`src/rtl/capture_streamer.sv`:
```
// capture_streamer: reads word_count words from capture RAM (forward or
// reverse, wrapping modulo depth) and serialises each word into bytes on the
// valid/active UART byte handshake.
module capture_streamer #(
    parameter int unsigned ADDR_WIDTH = 13,
    parameter int unsigned DATA_BYTES = 1,
    parameter bit          MSB_FIRST  = 1'b0
) (
    input  logic                    clock,
    input  logic                    reset_n,
    input  logic                    run,
    input  logic                    abort,
    input  logic                    reverse,
    input  logic [ADDR_WIDTH-1:0]   start_address,
    input  logic [ADDR_WIDTH:0]     word_count,
    input  logic [8*DATA_BYTES-1:0] read_data,
    output logic [ADDR_WIDTH-1:0]   read_address,
    input  logic                    serial_output_active,
    output logic                    serial_output_valid,
    output logic [7:0]              serial_output_data,
    output logic                    busy,
    output logic                    finished
);

    localparam int unsigned DATA_W = 8 * DATA_BYTES;
    localparam int unsigned IDX_W  = (DATA_BYTES > 1) ? $clog2(DATA_BYTES) : 1;
    localparam int unsigned CNT_W  = ADDR_WIDTH + 1;

    typedef enum logic [1:0] {
        IDLE     = 2'd0,
        WAIT_MEM = 2'd1,
        LATCH    = 2'd2,
        SEND     = 2'd3
    } state_t;

    state_t              state_q, state_d;
    logic                reverse_q, reverse_d;
    logic [CNT_W-1:0]    words_left_q, words_left_d;
    logic [IDX_W-1:0]    byte_idx_q, byte_idx_d;
    logic [DATA_W-1:0]   word_buf_q, word_buf_d;
    logic [ADDR_WIDTH-1:0] addr_d;
    logic                valid_d;
    logic [7:0]          data_d;
    logic                busy_d;
    logic                finished_d;

    logic [IDX_W-1:0]    sel_c;
    logic [7:0]          cur_byte_c;
    logic                last_byte_c;

    // Pick the byte of the latched word addressed by byte_idx in send order.
    always_comb begin
        cur_byte_c  = 8'd0;
        sel_c       = MSB_FIRST ? (IDX_W'(DATA_BYTES - 1) - byte_idx_q) : byte_idx_q;
        last_byte_c = (byte_idx_q == IDX_W'(DATA_BYTES - 1));
        for (int unsigned b = 0; b < DATA_BYTES; b++) begin
            if (sel_c == IDX_W'(b)) begin
                cur_byte_c = word_buf_q[8*b +: 8];
            end
        end
    end

    // Next-state and next-output logic; abort overrides every other action.
    always_comb begin
        state_d      = state_q;
        reverse_d    = reverse_q;
        words_left_d = words_left_q;
        byte_idx_d   = byte_idx_q;
        word_buf_d   = word_buf_q;
        addr_d       = read_address;
        valid_d      = 1'b0;
        data_d       = serial_output_data;
        finished_d   = 1'b0;

        case (state_q)
            IDLE: begin
                if (run) begin
                    reverse_d = reverse;
                    if (word_count == CNT_W'(0)) begin
                        finished_d = 1'b1;
                    end else begin
                        addr_d       = start_address;
                        words_left_d = word_count;
                        state_d      = WAIT_MEM;
                    end
                end
            end
            WAIT_MEM: begin
                state_d = LATCH;
            end
            LATCH: begin
                word_buf_d = read_data;
                byte_idx_d = IDX_W'(0);
                addr_d     = reverse_q ? (read_address - ADDR_WIDTH'(1))
                                       : (read_address + ADDR_WIDTH'(1));
                state_d    = SEND;
            end
            SEND: begin
                if (!serial_output_active && !serial_output_valid) begin
                    valid_d = 1'b1;
                    data_d  = cur_byte_c;
                    if (last_byte_c) begin
                        words_left_d = words_left_q - CNT_W'(1);
                        if (words_left_q == CNT_W'(1)) begin
                            finished_d = 1'b1;
                            state_d    = IDLE;
                        end else begin
                            state_d = WAIT_MEM;
                        end
                    end else begin
                        byte_idx_d = byte_idx_q + IDX_W'(1);
                    end
                end
            end
            default: begin
                state_d = IDLE;
            end
        endcase

        if (abort && (state_q != IDLE)) begin
            state_d      = IDLE;
            words_left_d = words_left_q;
            byte_idx_d   = byte_idx_q;
            word_buf_d   = word_buf_q;
            addr_d       = read_address;
            valid_d      = 1'b0;
            data_d       = serial_output_data;
            finished_d   = 1'b0;
        end

        busy_d = (state_d != IDLE);
    end

    // State and output registers with asynchronous active-low reset.
    always_ff @(posedge clock or negedge reset_n) begin
        if (!reset_n) begin
            state_q             <= IDLE;
            reverse_q           <= 1'b0;
            words_left_q        <= '0;
            byte_idx_q          <= '0;
            word_buf_q          <= '0;
            read_address        <= '0;
            serial_output_valid <= 1'b0;
            serial_output_data  <= 8'd0;
            busy                <= 1'b0;
            finished            <= 1'b0;
        end else begin
            state_q             <= state_d;
            reverse_q           <= reverse_d;
            words_left_q        <= words_left_d;
            byte_idx_q          <= byte_idx_d;
            word_buf_q          <= word_buf_d;
            read_address        <= addr_d;
            serial_output_valid <= valid_d;
            serial_output_data  <= data_d;
            busy                <= busy_d;
            finished            <= finished_d;
        end
    end

endmodule

```
`config.mk`:
```
export PLATFORM = sky130hd
export DESIGN_NAME = capture_streamer
export DESIGN_NICKNAME = d
export VERILOG_FILES = /design/src/rtl/capture_streamer.sv
export SDC_FILE = /design/constraint.sdc
export NUM_CORES = 1
export LEC_CHECK = 0
export BUFFER_PORTS_ARGS = -buffer_cell sky130_fd_sc_hd__buf_2
export CORE_UTILIZATION = 47
export DETAILED_ROUTE_END_ITERATION = 12
export PLACE_DENSITY = 0.7
export SYNTH_ARGS = -nofsm -noshare
export SYNTH_HDL_FRONTEND = slang
export SYNTH_SLANG_ARGS = --single-unit
```
`constraint.sdc`:
```
create_clock -name clock -period 3.32 [get_ports clock]
set_input_delay 0.166 -clock clock [delete_from_list [all_inputs] [get_ports clock]]
set_output_delay 0.166 -clock clock [all_outputs]
set_load 0.02 [all_outputs]
```
==> results.yml, run 1 <==
outcome:
  status: "complete, no violations"
clock_network:
  cts_sinks: 49
  path_clk_slew_ns: 0.11
  cts_tree: "yes"
  worst_skew_pair.late_latency_ns: 0.31
  clock-root-buffer: "clkbuf_8"
  cts_buffers: 5
  cts-htree-levels: 2
  max-clock-path-buffers: 2
  postCtsSetupBuffers: 0
yosys:
  synthTopCellsByCount: "49 x dfrtp_1, 40 x a21oi_1, 34 x nand2_1"
  synth-seq-area-share_pct: 42.0
  syn_area_sq_mm: 0.00292
  synth_warnings: 0
  ys_ff_latch: 49
  synth_edf_count: 0
  ys_types: 48
  synth.avg_cell_area_sq_um: 8.86
  ys_async_sr_fraction_pct: 100
  synth_most_common_cell: "dfrtp_1"
  synth_flop_cell: "dfrtp_1"
  yosysTopAreaCellShare_pct: 42.0
  synth_cells: 329
  synth_top_cell_by_area: "dfrtp_1"
  synthTopCellsByArea: "dfrtp_1 42%, ha_1 7.3%, a21oi_1 6.9%"
  synth_nets: 388
die:
  pin_count: 65
  chipHeight_um: 80.8
  core_area_sq_mm: 0.00596
  rows: 28
  dieArea_sq_mm: 0.00652
  start_util_pct: 49.0
  die_w_um: 80.8
power:
  finalPower_mw: 3.69
  p_int_mw: 1.93
  combPwrFrac_pct: 58.2
  peakVddDrop_uv: 491
  switching_share_pct: 47.7
  seqPwrFrac_pct: 31.1
  p_per_area_mw_per_mm2: 1080
  p_sw_mw: 1.76
  pwr-share-clk_pct: 10.8
  leakage_nw: 1.59
hold_path:
  hold_depth: 2
  hold_path_class: "primary input to flip-flop"
sta:
  period_needed_ns: 2.65
  setup_slack_ns: 0.667
  max_freq_mhz: 377
  slew_headroom_pct: 60.2
  slew_viol_final: 0
  finalSetupTns_ns: 0
  worst_slew_pin_slew_ns: 0.598
  grt_setup_unrepaired: "false"
  setup_viol: 0
  hold_viol: 0
  finClkSkew_ns: 0.0109
  timing.final.crit_share_pct: 79.9
routing:
  wl_um: 6630
  postRouteAntennaNets: 0
  viasPerCell: 5.45
  drtPass1Iterations: 4
  drtIter0Drc: 123
  wl_per_cell_um: 14.1
  drc: 0
  vias: 2561
worst_setup_path:
  worst_setup_path_end_kind: "flip-flop"
  crit_chain: "inv_1, fa_1, nand2b_1, a21oi_1, nor2b_1, o21ai_0, a31oi_1, mux2i_1, a311o_1"
  critPathKind: "flip-flop to flip-flop"
  crit_path_max_incr_delay_ns: 0.65
  cpMaxStageDelayCell: "dfrtp_1"
  cp.required_ns: 3.52
  arrival_ns: 2.85
  start_kind: "flip-flop"
  r2r_cells: 9
  crit_fanout: 14
grt:
  grt_overflow: 0
  grt_pass1_vias: 2363
  grt_pass1_wl_um: 10500
  antenna_found_initial: 0
  grt.total_usage_pct: 20.9
  grt_max_degree: 30
placement:
  dp.cells: 461
  routabilityCongestion: 0.848
  numPortBuffers: 64
  place_ws_ns: 0.679
  dp_hpwl_um: 4790
  place_area_sq_mm: 0.00332
layout:
  final_cell_area_sq_mm: 0.00342
  diodes: 0
  fin_nets: 453
  num-fill-cells: 586
  final_cell_count_no_fill: 470
  drive_gt1_share_pct: 23.5
  syn_to_final_growth_pct: 17.4
job:
  maxCapViolations: 0
[kinds of logic after synthesis]
group                    Yosys count  synth area share, %
buffers and inverters             25                 3.43
flip-flops                        49                 42.0
adder cells (fa/ha/maj)           18                 7.98
multiplexers                      15                 5.53
AND/OR/NAND/NOR                  116                 19.0
XOR/XNOR                           8                 2.40
AO/OA/AOI/OAI                     98                 19.6
[cell usage in the layout, fill, tap and decap left out, types with 2 or more instances in the layout]
cell / instances
a211oi_1: 2
a21o_1: 5
a21oi_1: 39
a21oi_2: 2
a31oi_1: 2
buf_2: 64
buf_4: 4
clkbuf_8: 5
dfrtp_1: 49
ha_1: 17
inv_1: 13
mux2_2: 9
mux2i_1: 6
nand2_1: 34
nand2b_1: 4
nand3_1: 17
nor2_1: 33
nor2b_1: 2
nor3_1: 8
nor3b_1: 2
nor4_1: 5
o211ai_1: 2
o21ai_0: 24
o22ai_1: 12
o31ai_1: 2
or3_4: 2
xor2_1: 7
[final timing paths]
check | startpoint | to | slack [ns]
max in group asynchronous | reset_n | words_left_q[12]$_DFFE_PN0P_ | 2.22
min in group asynchronous | reset_n | read_address[5]$_DFFE_PN0P_ | 0.34
worst min-delay path | read_data[0] | word_buf_q[0]$_DFFE_PN0P_ | 0.08
worst min register to register | word_buf_q[0]$_DFFE_PN0P_ | serial_output_data[0]$_DFFE_PN0P_ | 0.47
worst max register to register | reverse_q$_DFFE_PN0P_ | read_address[10]$_DFFE_PN0P_ | 0.67
worst max-delay path | reverse_q$_DFFE_PN0P_ | read_address[10]$_DFFE_PN0P_ | 0.67
[critical path: cells and delay by family (launching register included)]
kind	cells	cell delay, ns
flip-flops	1	0.65
AND/OR/NAND/NOR	2	0.27
multiplexers	1	0.13
AO/OA/AOI/OAI	4	0.88
buffers and inverters	1	0.18
adder cells (fa/ha/maj)	1	0.43
[per-layer routing]
| metal | part of all wire (%) | GRT usage [%] | vias up |
|---|---|---|---|
| met2 | 48 | 36.2 | 62 |
| met4 | 1.4 | 6.61 | 0 |
| li1 | - | - | 1316 |
| met1 | 47 | 26.7 | 1175 |
| met5 | 0 | 0 | - |
| met3 | 3.9 | 3.48 | 8 |
[stage by stage]
| stage | hold slack, ns | util, % |
|---|---|---|
| floorplan | -0.130 | - |
| global placement | 0.169 | 55.7 |
| detailed placement | 0.175 | 55.7 |
| CTS | 0.0703 | 57.5 |
| global route | 0.0707 | 57.5 |
| finish | 0.0759 | 57.5 |
[power groups by stage]
stage                     sequential, mW  clock, mW  combinational, mW
final                               1.15      0.398               2.15
after global routing                1.20      0.424               2.42
after CTS                           1.15      0.407               2.16
after detailed placement            1.16          0               2.15
after global placement              1.15          0               2.09
after floorplan                     1.28          0               1.50
[registers in the layout, summed over array words and instances, names as in the netlist]
name and flops:
serial_output_data 8, words_left_q 14, reverse_q 1, serial_output_valid 1, state_q 2, read_address 13, word_buf_q 8, busy 1
finished 1
[layout make-up]
type	count	area (sq um)	share of cell area [%]
tap	75	93.8	2.74
inverter	14	52.6	1.53
clock buffer	5	68.8	2.01
sequential	49	1230	35.8
clock inverter	3	28.8	0.840
multi-input combinational	255	1590	46.5
timing repair buffer	69	360	10.5
[timing repair]
item / in CTS / in global routing
hold buffers: 1 / 0
resized for setup: 0 / 0
hold endpoints to repair: 21 / 0
No activity file was read; power rests on OpenSTA's default activity.
==> inputs of run 2 (changes only) <==
ABC_AREA = 1   (was unset)
PLACE_DENSITY = 0.69   (was 0.7)
clock period = 2.6 ns   (was 3.32 ns; I/O delays follow)
==> run 2 against run 1 <==
Power increased by 50%. Register-to-register slack got worse by 0.12 ns. Non-clock buffer count rose by 1. Clock skew is 0.0018 ns lower. Clock-buffer cell count did not move. Die area increased by 15%. Global-route usage grew 2.3 points. Combinational power is 58% higher. Critical path depth up 1. Utilization down 0.18 points. Sequential cell count did not move. Cell count rose by 43%.
==> results.yml, run 2 <==
worst_setup_path:
  cp_top_family: "simple AND/OR/NAND/NOR gates"
  crit_path_max_incr_delay_ns: 0.41
  critical_path_buf_inv_count: 2
  worst_setup_path_end_kind: "flip-flop"
  crit_chain: "inv_1, ha_1, nor2_2, nor2_4, nand2_2, o21ai_2, nand2_4, inv_2, nand2_1, nand2_1"
  start_kind: "flip-flop"
  cp.required_ns: 2.82
  arrival_ns: 2.27
  critPathKind: "flip-flop to flip-flop"
  critPathMostFrequentCell: "nand2_1"
  cpMaxStageDelayCell: "dfrtp_1"
  crit_fanout: 19
  r2r_slack_ns: 0.54
placement:
  dp_hpwl_um: 6050
  routabilityCongestion: 0.870
  place_ws_ns: 0.547
  numPortBuffers: 64
  place_area_sq_mm: 0.00379
routing:
  wl_um: 7950
  viasPerCell: 4.99
  postRouteAntennaNets: 0
  drc: 0
  drtIter0Drc: 126
  drtPass1Iterations: 5
  wl_per_cell_um: 11.9
  vias: 3344
die:
  dieArea_sq_mm: 0.00751
  chipHeight_um: 86.6
  rows: 30
  core_area_sq_mm: 0.00687
  die_w_um: 86.6
  start_util_pct: 49.0
  pin_count: 65
power:
  leakage_nw: 2.25
  finalPower_mw: 5.52
  peakVddDrop_uv: 656
  p_per_area_mw_per_mm2: 1400
layout:
  drive_gt1_share_pct: 16.4
  largest_registers: "words_left_q (14), read_address (13)"
  diodes: 0
  largest_register: "words_left_q"
  largest_register_ffs: 14
  post-route-util_pct: 57.3
  layout_commonest_cell: "nand2_1"
  layout_common_cells: "190 x nand2_1, 64 x buf_2, 59 x inv_1, 59 x nor2_1, 49 x dfrtp_1"
  syn_to_final_growth_pct: 16.9
  fin_nets: 632
  final_cell_area_sq_mm: 0.00394
clock_network:
  cts_tree: "yes"
  clock-root-buffer: "clkbuf_8"
  cts_sinks: 49
  worst_skew_pair.late_latency_ns: 0.31
  cts_buffers: 5
  max-clock-path-buffers: 2
  cts-htree-levels: 2
  path_clk_slew_ns: 0.10
  cts.repair.resized: 0
job:
  maxCapViolations: 0
yosys:
  synth_top_cell_by_area: "dfrtp_1"
  yosysTopAreaCellShare_pct: 36.4
  synth_flop_cell: "dfrtp_1"
  synth_most_common_cell: "nand2_1"
  ys_ff_latch: 49
  synth_edf_count: 0
  synth-seq-area-share_pct: 36.4
  synthTopCellsByArea: "dfrtp_1 36%, nand2_1 21%, inv_1 6.6%"
  syn_area_sq_mm: 0.00337
  ys_types: 34
  synth_warnings: 0
  synth_nets: 566
  synth.avg_cell_area_sq_um: 6.64
  synth_cells: 507
  synthTopCellsByCount: "190 x nand2_1, 59 x inv_1, 59 x nor2_1"
  ys_async_sr_fraction_pct: 100
grt:
  grt_overflow: 0
  grt.total_usage_pct: 23.2
  grt_max_degree: 25
  grt_pass1_vias: 3057
  grt_pass1_wl_um: 13700
  antenna_found_initial: 0
sta:
  setup_viol: 0
  hold_viol: 0
  period_needed_ns: 2.06
  finClkSkew_ns: 0.00910
  setup_slack_ns: 0.544
  grt_setup_unrepaired: "false"
  timing.final.crit_share_pct: 79.1
  max_freq_mhz: 486
  slew_headroom_pct: 61.0
  worst_slew_pin_slew_ns: 0.585
  finalSetupTns_ns: 0
  slew_viol_final: 0
outcome:
  status: "complete, no violations"
hold_path:
  hold_path_class: "primary input to flip-flop"
## run 2: area by class of cell
class	instances	area [sq um]
Clock buffer	5	68.8
Multi-Input combinational cell	383	1850
Clock inverter	3	68.8
Timing Repair Buffer	70	368
Tap cell	96	120
Sequential cell	49	1230
Fill cell	674	2930
Inverter	64	240
## run 2: layer usage
layer / up-vias / track usage (%) / share of wire [%]
li1: 1729 / - / -
met3: 5 / 3.90 / 5.9
met1: 1518 / 30.2 / 44
met4: 0 / 5.30 / 0.97
met5: - / 0 / 0
met2: 92 / 40.3 / 49
## run 2: through the flow
step           hold WS (ns)  cells
6_report             0.0401    670
4_1_cts              0.0392    670
3_3_place_gp          0.169    661
2_1_floorplan        -0.166    507
5_1_grt              0.0345    670
3_5_place_dp          0.166    661
## run 2: worst register-to-register path, cell delays in order, from the launching register on
cell     delay [ns]
dfrtp_1        0.41
inv_1          0.09
ha_1           0.30
nor2_2         0.24
nor2_4         0.06
nand2_2        0.24
o21ai_2        0.13
nand2_4        0.22
inv_2          0.14
nand2_1        0.09
nand2_1        0.05
## run 2: timing repair
action / in CTS / in global routing
hold buffers: 1 / 0
hold endpoints to repair: 22 / 0
buffers inserted: 0 / 0
endpoints found under the setup margin: 0 / 0
## run 2: power breakdown
part,total [mW],internal [mW],switching (mW),leakage (nW)
clock network,0.674,0.388,0.286,0.0687
logic,3.39,1.22,2.17,1.58
registers,1.45,1.13,0.321,0.596
## run 2: worst paths after layout
path / to / depth (start not counted) / startpoint
worst max-delay path: words_left_q[11]$_DFFE_PN0P_ / 10 / state_q[1]$_DFF_PN0_
min in group asynchronous: read_address[5]$_DFFE_PN0P_ / 2 / reset_n
worst min register to register: serial_output_data[7]$_DFFE_PN0P_ / 2 / word_buf_q[7]$_DFFE_PN0P_
worst max register to register: words_left_q[11]$_DFFE_PN0P_ / 10 / state_q[1]$_DFF_PN0_
max in group asynchronous: serial_output_data[6]$_DFFE_PN0P_ / 3 / reset_n
worst min-delay path: word_buf_q[6]$_DFFE_PN0P_ / 2 / read_data[6]
## run 2: cell families (layout without fill, tap and decap cells)
kind of cell	Yosys count	after routing	synth area share [%]
AND/OR/NAND/NOR	313	313	38.4
buffers and inverters	75	142	8.77
flip-flops	49	49	36.4
AO/OA/AOI/OAI	43	43	6.88
adder cells (fa/ha/maj)	18	18	6.91
XOR/XNOR	5	5	1.30
multiplexers	4	4	1.30
==> inputs of run 3 (changes only) <==
PLACE_DENSITY = 0.71   (was 0.69)
clock period = 1.65 ns   (was 2.6 ns; I/O delays follow)
==> run 3 against run 2 <==
The run now ends with setup timing left. Worst hold slack lost 0.028 ns. Worst setup slack lost 0.60 ns. Register-to-register slack worse by 0.60 ns. Sequential share of layout area is 4.2 points lower. Critical path type unchanged.
==> results.yml, run 3 (synthesis gave the netlist of run 2 again) <==
layout:
  layout_common_cells: "170 x nand2_1, 64 x buf_2, 55 x inv_1"
  num-fill-cells: 551
  syn_to_final_growth_pct: 35.7
  post-route-util_pct: 66.5
  final_cell_area_sq_mm: 0.00457
  drive_gt1_share_pct: 30.8
  multi_input_area_sq_mm: 0.00217
  largest_registers: "words_left_q (14), read_address (13)"
  largest_register_ffs: 14
  seq_area_sq_mm: 0.00123
  largest_register: "words_left_q"
  final_cell_count_no_fill: 706
  diodes: 0
  layout_commonest_cell: "nand2_1"
  fin_nets: 668
worst_setup_path:
  rr_endpoint: "read_address[3]$_DFFE_PN0P_"
  r2r_cells: 9
  crit_chain: "buf_6, ha_1, nand3_2, nand3_4, or2_1, nand3_1, nand2_1, nand2_1, nand2_1"
  start_kind: "flip-flop"
  cp.required_ns: 1.86
  r2r_slack_ns: -0.05
  cpMaxStageDelayCell: "dfrtp_2"
  crit_path_max_incr_delay_ns: 0.44
  arrival_ns: 1.91
  critPathMostFrequentCell: "nand2_1"
  worst_setup_path_end_kind: "flip-flop"
  timing.rr.start: "reverse_q$_DFFE_PN0P_"
  crit_fanout: 6
  critPathKind: "flip-flop to flip-flop"
hold_path:
  hold_depth: 3
  min_from: "read_data[3]"
  hold_path_class: "primary input to flip-flop"
  hold_end: "word_buf_q[3]$_DFFE_PN0P_"
sta:
  slew_headroom_pct: 79.5
  max_freq_mhz: 588
  finClkSkew_ns: 0.0104
  grt_setup_unrepaired: "true"
  timing.final.crit_share_pct: 103
  hold_viol: 0
  period_needed_ns: 1.70
  worst_slew_pin_slew_ns: 0.306
  setup_viol: 7
  setup_slack_ns: -0.0518
  slew_viol_final: 0
placement:
  numPortBuffers: 64
  dp_hpwl_um: 5940
  dp.cells: 685
  place_ws_ns: -0.154
  place_area_sq_mm: 0.00400
  routabilityCongestion: 0.894
grt:
  grt_pass1_vias: 3327
  grt.total_usage_pct: 24.1
  grt_max_degree: 50
  grt_pass1_wl_um: 14400
  grt_overflow: 0
  antenna_found_initial: 0
clock_network:
  cts_tree: "yes"
  max-clock-path-buffers: 2
  worst_skew_pair.late_latency_ns: 0.31
  cts_buffers: 5
  cts-htree-levels: 2
  path_clk_slew_ns: 0.10
  cts_sinks: 49
  clock-root-buffer: "clkbuf_8"
routing:
  drtPass1Iterations: 5
  viasPerCell: 4.99
  drtIter0Drc: 219
  wl_per_cell_um: 12.6
  drc: 0
  vias: 3520
  postRouteAntennaNets: 0
  wl_um: 8910
power:
  switching_share_pct: 49.8
  seqPwrFrac_pct: 21.3
  pwr-share-clk_pct: 7.4
  finalPower_mw: 10.8
  p_int_mw: 5.41
  combPwrFrac_pct: 71.3
  leakage_nw: 2.45
  p_per_area_mw_per_mm2: 2360
  p_sw_mw: 5.37
  peakVddDrop_uv: 821
outcome:
  status: "finished, violations left"
  failed_checks: "setup timing"
die:
  dieArea_sq_mm: 0.00751
  chipHeight_um: 86.6
  start_util_pct: 49.0
  die_w_um: 86.6
  pin_count: 65
  rows: 30
  core_area_sq_mm: 0.00687
job:
  maxCapViolations: 0
run 3: cell types whose count changed in the layout (fill, tap and decap cells not counted), sizes merged:
cell,previous run,this run
buf,69,102
bufinv,2,0
inv,65,67
dlygate4sd3,1,4
run 3: area by class of cell:
cell class	instances	area share, %
Inverter	64	5.37
Tap cell	96	2.63
Multi-Input combinational cell	383	47.6
Clock buffer	5	1.51
Sequential cell	49	26.9
Timing Repair Buffer	106	15.4
Clock inverter	3	0.630
run 3: worst max path at each step:
stage                                           start                            to  slack [ns]
after detailed placement        reverse_q$_DFFE_PN0P_   read_address[4]$_DFFE_PN0P_       -0.15
final                           reverse_q$_DFFE_PN0P_   read_address[3]$_DFFE_PN0P_       -0.05
after global placement          reverse_q$_DFFE_PN0P_   read_address[4]$_DFFE_PN0P_       -0.12
after CTS                       reverse_q$_DFFE_PN0P_  read_address[12]$_DFFE_PN0P_       -0.02
after floorplan           read_address[0]$_DFFE_PN0P_   read_address[8]$_DFFE_PN0P_        0.01
after global routing            reverse_q$_DFFE_PN0P_  read_address[12]$_DFFE_PN0P_       -0.12
run 3: per-stage QoR:
stage,hold slack [ns],setup TNS (ns)
after global routing,0.00576,-1.15
final,0.0120,-0.207
after detailed placement,0.0972,-1.39
after floorplan,-0.213,0
after CTS,0.000411,-0.0751
after global placement,0.0943,-0.731
run 3: power groups by stage:
stage / Sequential (mW) / Combinational, mW / Clock [mW]
5_1_grt: 2.36 / 8.52 / 0.896
6_report: 2.30 / 7.69 / 0.799
4_1_cts: 2.28 / 6.68 / 0.837
2_1_floorplan: 2.52 / 3.85 / 0
3_3_place_gp: 2.26 / 5.81 / 0
3_5_place_dp: 2.27 / 5.92 / 0
run 3: layer usage:
layer / part of all wire, % / GRT usage (%)
met1: 45 / 31.6
met2: 49 / 40.8
met3: 5.0 / 3.71
met4: 1.2 / 7.58
met5: 0 / 0
run 3: critical path: cells and delay by family (launching register included):
family / cells / cell delay [ns]
flops: 1 / 0.44
simple gates: 7 / 0.71
buf+inv: 1 / 0.15
fa+ha+maj: 1 / 0.29
run 3: timing repair:
item,in CTS,in global routing
hold buffers,4,0
setup endpoints to repair,21,26
buffers inserted,7,2
resized for setup,29,50
hold endpoints to repair,52,0
pin swaps,9,13
